`src/rtl/alu_seq_pkg.sv`:
```
// Shared types and constants for the ALU command sequencer.
// Build option MUL_EARLY_EXIT_EN (see alu_seq_mul_ctrl / alu_sequencer).
package alu_seq_pkg;

    typedef enum logic [2:0] {
        IDLE      = 3'd0,
        EXEC      = 3'd1,
        MUL_ADD   = 3'd2,
        MUL_SHIFT = 3'd3,
        RESP      = 3'd4
    } state_t;

    localparam logic [3:0] CMD_SUB  = 4'h0;
    localparam logic [3:0] CMD_ADD  = 4'h1;
    localparam logic [3:0] CMD_LSL  = 4'h2;
    localparam logic [3:0] CMD_NEG  = 4'h3;
    localparam logic [3:0] CMD_PASS = 4'h4;
    localparam logic [3:0] CMD_CMP  = 4'h5;
    localparam logic [3:0] CMD_MUL  = 4'h8;

    localparam logic [2:0] ALU_SUB  = 3'b000;
    localparam logic [2:0] ALU_ADD  = 3'b001;
    localparam logic [2:0] ALU_LSL  = 3'b010;
    localparam logic [2:0] ALU_NEG  = 3'b011;
    localparam logic [2:0] ALU_PASS = 3'b100;
    localparam logic [2:0] ALU_CMP  = 3'b101;

    // Direct commands carry their ALU opcode in the low three bits.
    function automatic logic is_direct(input logic [3:0] op);
        return (op <= CMD_CMP);
    endfunction

endpackage

```
`src/rtl/alu_seq_mul_ctrl.sv`:
```
// Multiplier shift register and iteration counter for the shift-add MUL loop.
// With MUL_EARLY_EXIT_EN defined, the loop also ends once no multiplier bits remain.
module alu_seq_mul_ctrl #(
    parameter int WIDTH    = 16,
    parameter int MUL_BITS = 16
) (
    input  logic             clk,
    input  logic             rst_n,
    input  logic             i_load,
    input  logic [WIDTH-1:0] i_b,
    input  logic             i_shift,
    output logic             o_bit0,
    output logic             o_done
);

    localparam int CW = $clog2(MUL_BITS + 1);

    logic [WIDTH-1:0] r_mplier;
    logic [CW-1:0]    r_count;
    logic             w_last_iter;

    always_ff @(posedge clk or negedge rst_n) begin
        if (!rst_n) begin
            r_mplier <= '0;
            r_count  <= '0;
        end else if (i_load) begin
            r_mplier <= i_b;
            r_count  <= '0;
        end else if (i_shift) begin
            r_mplier <= r_mplier >> 1;
            r_count  <= r_count + CW'(1);
        end
    end

    assign o_bit0      = r_mplier[0];
    // o_done is evaluated during MUL_SHIFT, before this iteration's increment lands.
    assign w_last_iter = (r_count == CW'(MUL_BITS - 1));

`ifdef MUL_EARLY_EXIT_EN
    assign o_done = w_last_iter || (r_mplier[WIDTH-1:1] == '0);
`else
    assign o_done = w_last_iter;
`endif

endmodule

```
`src/rtl/alu_sequencer.sv`:
```
// Command front end driving an external ALU: single-cycle ops and shift-add MUL.
// Build option MUL_EARLY_EXIT_EN: MUL with b==0 responds at once, loop stops early.
// Handshakes: a transfer happens on a rising edge where valid && ready; valid holds its payload until then.
module alu_sequencer
    import alu_seq_pkg::*;
#(
    parameter int WIDTH    = 16,
    parameter int MUL_BITS = 16
) (
    input  logic             clk,
    input  logic             rst_n,
    input  logic             req_valid,
    output logic             req_ready,
    input  logic [3:0]       req_op,
    input  logic [WIDTH-1:0] req_a,
    input  logic [WIDTH-1:0] req_b,
    output logic             rsp_valid,
    input  logic             rsp_ready,
    output logic [WIDTH-1:0] rsp_data,
    output logic             rsp_n,
    output logic             rsp_z,
    output logic             rsp_err,
    output logic [2:0]       alu_op,
    output logic [WIDTH-1:0] alu_src_a,
    output logic [WIDTH-1:0] alu_src_b,
    input  logic [WIDTH-1:0] alu_result,
    output logic [2:0]       dbg_state
);

    state_t           r_state;
    state_t           w_next;
    logic [2:0]       r_op;
    logic [WIDTH-1:0] r_a;      // operand a, and the multiplicand during MUL
    logic [WIDTH-1:0] r_b;
    logic [WIDTH-1:0] r_acc;
    logic [WIDTH-1:0] r_data;
    logic             r_err;
    logic             w_accept;
    logic             w_bit0;
    logic             w_done;

    assign w_accept = req_valid && (r_state == IDLE);

    alu_seq_mul_ctrl #(
        .WIDTH    (WIDTH),
        .MUL_BITS (MUL_BITS)
    ) u_mul_ctrl (
        .clk     (clk),
        .rst_n   (rst_n),
        .i_load  (w_accept),
        .i_b     (req_b),
        .i_shift (r_state == MUL_SHIFT),
        .o_bit0  (w_bit0),
        .o_done  (w_done)
    );

    always_ff @(posedge clk or negedge rst_n) begin
        if (!rst_n) r_state <= IDLE;
        else        r_state <= w_next;
    end

    always_comb begin
        w_next    = r_state;
        alu_op    = ALU_PASS;
        alu_src_a = '0;
        alu_src_b = '0;
        case (r_state)
            IDLE: begin
                if (req_valid) begin
                    if (is_direct(req_op)) begin
                        w_next = EXEC;
                    end else if (req_op == CMD_MUL) begin
`ifdef MUL_EARLY_EXIT_EN
                        w_next = (req_b == '0) ? RESP : MUL_ADD;
`else
                        w_next = MUL_ADD;
`endif
                    end else begin
                        w_next = RESP;
                    end
                end
            end
            EXEC: begin
                alu_op    = r_op;
                alu_src_a = r_a;
                alu_src_b = r_b;
                w_next    = RESP;
            end
            MUL_ADD: begin
                alu_op    = ALU_ADD;
                alu_src_a = r_acc;
                alu_src_b = w_bit0 ? r_a : '0;
                w_next    = MUL_SHIFT;
            end
            MUL_SHIFT: begin
                alu_op    = ALU_LSL;
                alu_src_a = r_a;
                alu_src_b = WIDTH'(1);
                w_next    = w_done ? RESP : MUL_ADD;
            end
            RESP: begin
                if (rsp_ready) w_next = IDLE;
            end
            default: w_next = IDLE;
        endcase
    end

    always_ff @(posedge clk or negedge rst_n) begin
        if (!rst_n) begin
            r_op   <= ALU_PASS;
            r_a    <= '0;
            r_b    <= '0;
            r_acc  <= '0;
            r_data <= '0;
            r_err  <= 1'b0;
        end else begin
            case (r_state)
                IDLE: begin
                    if (req_valid) begin
                        r_op  <= req_op[2:0];
                        r_a   <= req_a;
                        r_b   <= req_b;
                        r_acc <= '0;
                        r_err <= !(is_direct(req_op) || (req_op == CMD_MUL));
                        if (w_next == RESP) r_data <= '0;
                    end
                end
                EXEC:      r_data <= alu_result;
                MUL_ADD:   r_acc  <= alu_result;
                MUL_SHIFT: begin
                    r_a <= alu_result;
                    if (w_done) r_data <= r_acc;
                end
                default: ;
            endcase
        end
    end

    assign req_ready = (r_state == IDLE);
    assign rsp_valid = (r_state == RESP);
    assign rsp_data  = r_data;
    assign rsp_n     = r_data[WIDTH-1];
    assign rsp_z     = (r_data == '0);
    assign rsp_err   = r_err;
    assign dbg_state = r_state;

endmodule

```
`config.mk`:
```
export PLATFORM = sky130hd
export DESIGN_NAME = alu_sequencer
export DESIGN_NICKNAME = d
export VERILOG_FILES = /design/src/rtl/alu_seq_pkg.sv /design/src/rtl/alu_seq_mul_ctrl.sv /design/src/rtl/alu_sequencer.sv
export SDC_FILE = /design/constraint.sdc
export NUM_CORES = 1
export LEC_CHECK = 0
export BUFFER_PORTS_ARGS = -buffer_cell sky130_fd_sc_hd__buf_2
export CORE_ASPECT_RATIO = 0.7
export CORE_UTILIZATION = 50
export DETAILED_ROUTE_END_ITERATION = 10
export GPL_TIMING_DRIVEN = 0
export PLACE_DENSITY = 0.76
export SLEW_MARGIN = 15
export SYNTH_ARGS = -nofsm -noshare
export SYNTH_HDL_FRONTEND = slang
export SYNTH_SLANG_ARGS = --single-unit
```
`constraint.sdc`:
```
create_clock -name clk -period 2.2 [get_ports clk]
set_input_delay 0.33 -clock clk [delete_from_list [all_inputs] [get_ports clk]]
set_output_delay 0.33 -clock clk [all_outputs]
set_load 0.03 [all_outputs]
```
Word level (Yosys, flattened, before mapping). Cells that the tools add are included.

Bits in registers: 92. Bits in latches: 0. Bits in writable memories: 0. Memory bits (read-only): 0. Input port bits: 56. Output and inout bits: 59. Logic and storage cells: 57. Memories: 0.

Add/subtract/negate cells: 1. Multiply operators: 0. Div/mod/pow operators: 0. $lt $le $gt $ge: 1. Eq/ne operators: 10. Shifts and indexed selects: 0. Multiplexer cells: 22. Bitwise gates (word level): 0. Reduce and logical (&&, ||, !) cells: 14.

Operators with widths (count): $mux 16 (8); $pmux 16 s2 (3); $pmux 16 s3 (2); $logic_not 16->1 (1); $mux 3 (5); $pmux 3 s5 (1); $mux 5 (2); $pmux 3 s3 (1); $eq 3x2->1 const B (2); $eq 3x3->1 const B (2); $reduce_and 2->1 (3); $reduce_bool 2->1 (3); $add 5x1->5 const B (1); $eq 5x4->1 const B (1); $eq 4x4->1 const B (1); $le 4x3->1 const B (1); $ne 2x2->1 const B (2); $reduce_and 4->1 (1); $eq 3x1->1 const B (1); $logic_not 3->1 (1); $reduce_bool 3->1 (1); $ne 2x1->1 const B (1); $reduce_or 2->1 (1); $logic_and 1x1->1 (1); 2 further kinds (2).

Depth between registers and ports, before layout.
Word-level depth: 9. Mapped depth: 8. Mapped depth without buffers: 7.

Cells and area by module. Synthesis repeated with hierarchy kept, for this count alone.

Cells, all modules: 520. Area total of the unflattened synthesis: 4660.7 µm².

Modules (own cells, without submodules): alu_sequencer (times used 1, cells an instance 427, area an instance 3651.0 µm², seq. area each 1778.0 µm²); alu_seq_mul_ctrl (times used 1, cells an instance 93, area an instance 1009.7 µm², seq. area each 525.5 µm²).

Worst setup path after synthesis. No wires, ideal clock.

Path kind: flip-flop to output port. From: reg r_state[0] (netlist: dbg_state[0]). To: out alu_src_b[10]. Arrival: 1749 ps. Data required time: 1870 ps. Slack: 121 ps. Cell stages (with the launch flop): 7. Buffers on the path: 3. Cells stage by stage: dfrtp_1 > buf_4 > nand2b_1 > buf_2 > nor2_2 > clkbuf_1 > a22o_1.

Longest elaborated chain between the ends: 2. Elaborated cells between the ends (all ways): 4. Classes of those cells: eq/ne: 3; mux: 1.

RTL lines: start, declared (line alu_sequencer.sv:30) `state_t r_state;`; start signal, assigned (line alu_sequencer.sv:59) `else r_state <= w_next;`; $eq 3x2->1 or $eq 3x1->1 (tied branches) (line alu_sequencer.sv:67) `case (r_state)`; $pmux 16 s3 (*) (line alu_sequencer.sv:67); end, declared (line alu_sequencer.sv:25) `output logic [WIDTH-1:0] alu_src_b,`.

Mark *: on every way between the ends. The rest lies on a longest branch, timed or not.

Final worst setup path.
From: reg r_state[0] (netlist: dbg_state[0]). To: out alu_src_b[7].

The elaborated chain is that of the path after synthesis.

==> flow_summary.json <==
{
  "fin_area_um2": 5810,
  "status": "complete, but fails checks",
  "grt_max_degree": 48,
  "fin_crit_ns": 2.15,
  "wl_met3_um": 880,
  "ctsHtreeMaxLevel": 3,
  "p_seq_share_pct": 30.3,
  "ir_worst_vdd_uv": 924,
  "wl_per_cell_um": 18.4,
  "place_ws_ns": -0.0228,
  "avgSynthCellArea_um2": 10.2,
  "vias": 3945,
  "finClkSkew_ns": 0.00485,
  "cts_tree": "built",
  "fin_cells": 702,
  "sw_frac_of_total_pct": 44.4,
  "die_area_um2": 9360,
  "dominantRegCellSynth": "dfrtp_1",
  "area_growth_syn_to_layout_pct": 29.4,
  "first_global_vias": 3776,
  "synth_most_common_cell": "nand2_1",
  "hold_viol": 18,
  "cpPeakStageDelay_ns": 0.41,
  "violations": "negative hold slack",
  "r2r-end": "rsp_data[11]$_DFFE_PN0P_",
  "gp_congestion": 0.865,
  "reg2reg_slack_ns": 0.24,
  "die_width_um": 115,
  "p_switching_uw": 4560,
  "synthTopCellsByCount": "nand2_1, dfrtp_1, a22o_1",
  "setup-violations-final": 0,
  "via_per_inst": 5.62,
  "cts_sinks": 92,
  "critPathTopFamily": "buffers and inverters",
  "rsz0062_at_grt": "yes",
  "root_buffer": "clkbuf_16",
  "wl_met2_um": 5660,
  "initial_core_util_pct": 52.3,
  "dr.pass1.iters": 4,
  "synthTopCellsByArea": "dfrtp_1, a22o_1, nand2_1",
  "ys_ff_latch": 92,
  "placed_area_um2": 5240,
  "cp_slowest_cell": "dfrtp_1",
  "syn_nets": 498,
  "grt_pass1_wl_um": 19800,
  "yosys_warnings": 0,
  "async_flop_share_pct": 100,
  "m1WireLength_um": 6210,
  "io_buffers": 114,
  "power_leakage_uw": 0.00302,
  "drv_cap": 0,
  "worstSetupPathType": "flip-flop to primary output",
  "achievable-frequency_mhz": 465,
  "drt-total-wl_um": 12900,
  "slew_headroom_pct": 59.6,
  "clk_pin_slew_ns": 0.06,
  "path_buf_inv": 4,
  "cts_buffer_depth": 2,
  "io_pins": 115,
  "core_region_area_um2": 8580,
  "seq_area_frac_synth_pct": 51.4,
  "path_common_cell": "buf_4",
  "worstPathRequired_ns": 1.87,
  "cts_buffers": 9,
  "r2r_start": "u_mul_ctrl.r_count[0]$_DFFE_PN0P_",
  "drcViolationCount": 0,
  "cp.arrival_ns": 1.82,
  "worst_pin_slew_ns": 0.606,
  "num_rows": 28,
  "yosysTopAreaCell": "dfrtp_1",
  "antenna_found_initial": 1,
  "grtUsageTotal_pct": 28.7,
  "pwr-share-clk_pct": 16.9,
  "yosysTopAreaCellShare_pct": 50.8,
  "p_int_uw": 5710,
  "drive_gt1_share_pct": 33.4,
  "ff2ff_path_depth": 8,
  "clk_latency_ns": 0.35,
  "worst-path-max-fanout": 9,
  "comb_power_share_pct": 52.8,
  "worstSetupEndpointType": "primary output",
  "grt_overflow": 0,
  "ys_types": 44,
  "dr.first_iter.drc_count": 283,
  "netlist_instances": 440,
  "drv_slew": 0,
  "synth_edf_count": 0,
  "syn_area_um2": 4490,
  "die_y_um": 81.2,
  "min_path_type": "primary input to asynchronous set/reset pin",
  "drtAntennaViolNets": 0,
  "dpl.hpwl_um": 9320,
  "powerDensity_nw_per_um2": 1770,
  "cts-hold-fix-buffers": 0,
  "crit_chain": "buf_6 > nand2b_1 > buf_4 > nor2_4 > buf_12 > a22o_1 > buf_4",
  "timing.final.crit_share_pct": 97.8,
  "critPathLaunchType": "flip-flop",
  "fin_ws_ns": 0.0494,
  "top_layer_used": "met4",
  "hold_ws_ns": -0.0130,
  "dp.cells": 675,
  "nets": 634
}
cell type report:
cell class                 count  area, um2
clock buffer                  10        239
inverter                       3       11.3
sequential                    92       2310
multi-input combinational    311       2000
fill                         693       2780
tap                          120        150
clock inverter                 6       93.8
buffer                        34        253
timing repair buffer         125        747
antenna                        1       2.50
worst max path at each step:
stage                                          end  slack (ns)                   start  cells past startpoint
after global placement    rsp_data[11]$_DFFE_PN0P_       -0.07                   rst_n                      1
after global routing                  alu_src_b[6]       -0.01  dbg_state[0]$_DFF_PN0_                      7
after CTS                             alu_src_b[2]       -0.05  dbg_state[0]$_DFF_PN0_                      7
after detailed placement             alu_src_b[15]       -0.02  dbg_state[0]$_DFF_PN0_                      7
final                                 alu_src_b[7]        0.05  dbg_state[0]$_DFF_PN0_                      7
after floorplan                      alu_src_b[10]        0.12  dbg_state[0]$_DFF_PN0_                      6
state kept, by name (all words and copies together), names as in the netlist:
name                 count
r_op                     3
r_a                     16
u_mul_ctrl.r_mplier     16
rsp_data                16
r_b                     16
r_acc                   16
dbg_state                3
rsp_err                  1
u_mul_ctrl.r_count       5
power groups by stage:
stage | Clock, uW | Sequential (uW) | Combinational [uW]
floorplan | 0 | 3180 | 3400
global placement | 0 | 3070 | 4850
detailed placement | 0 | 3100 | 4960
CTS | 1740 | 3090 | 5160
global route | 1800 | 3190 | 5820
finish | 1740 | 3110 | 5430
kinds of logic after synthesis:
family                     count (synthesis)  share of synthesized area, %
and+or+nand+nor                          170                          16.5
DFF                                       92                          51.4
AOI/OAI and AO/OA                         90                          15.0
muxes                                     46                          11.5
buffers and inverters                     37                          4.43
xor gates and xnor gates                   3                         0.586
adders and majority gates                  2                         0.558
layout by cell type, fill, tap and decap left out, types with 2 or more instances in the layout:
master       n
nor2b_1      2
buf_6       12
mux2_1       6
mux2i_1     30
buf_8        2
ha_1         2
bufinv_16    2
inv_6        2
buf_4       29
o21bai_1     2
mux2_4      10
a21oi_1      4
a22o_1      47
clkbuf_1     5
dfrtp_1     89
nor2_4       2
nand2_2      2
nor4_1       4
nand3_1      4
nor2_1      41
clkbuf_16    9
xor2_1       2
inv_1        3
dfrtp_2      2
a31oi_1     17
clkbuf_4     2
buf_2      106
o21ai_1     14
nand2b_1     2
nand2_1     98
nand3b_1     2
nor3_1       2
timing repair:
item,in CTS,in global routing
pin swaps,1,1
setup endpoints to repair,32,32
gates resized for setup,30,27
setup buffers,2,8
through the flow:
| step | TNS (ns) | hold WS, ns | util, % | total power, uW |
|---|---|---|---|---|
| CTS | -0.333 | 0.0190 | 66.0 | 9990 |
| floorplan | 0 | 0.0344 | - | 6580 |
| finish | 0 | -0.0130 | 67.6 | 10300 |
| global placement | -5.64 | 0.449 | 60.7 | 7930 |
| detailed placement | -0.104 | 0.387 | 61.0 | 8060 |
| global route | -0.0757 | 0.0508 | 67.6 | 10800 |
metal layers:
metal,global-route usage (%),vias to the layer above
met5,0,-
met4,8.70,0
met3,5.67,14
met2,42.7,182
met1,42.4,1935
li1,-,1814
No activity file was read; power rests on OpenSTA's default activity.
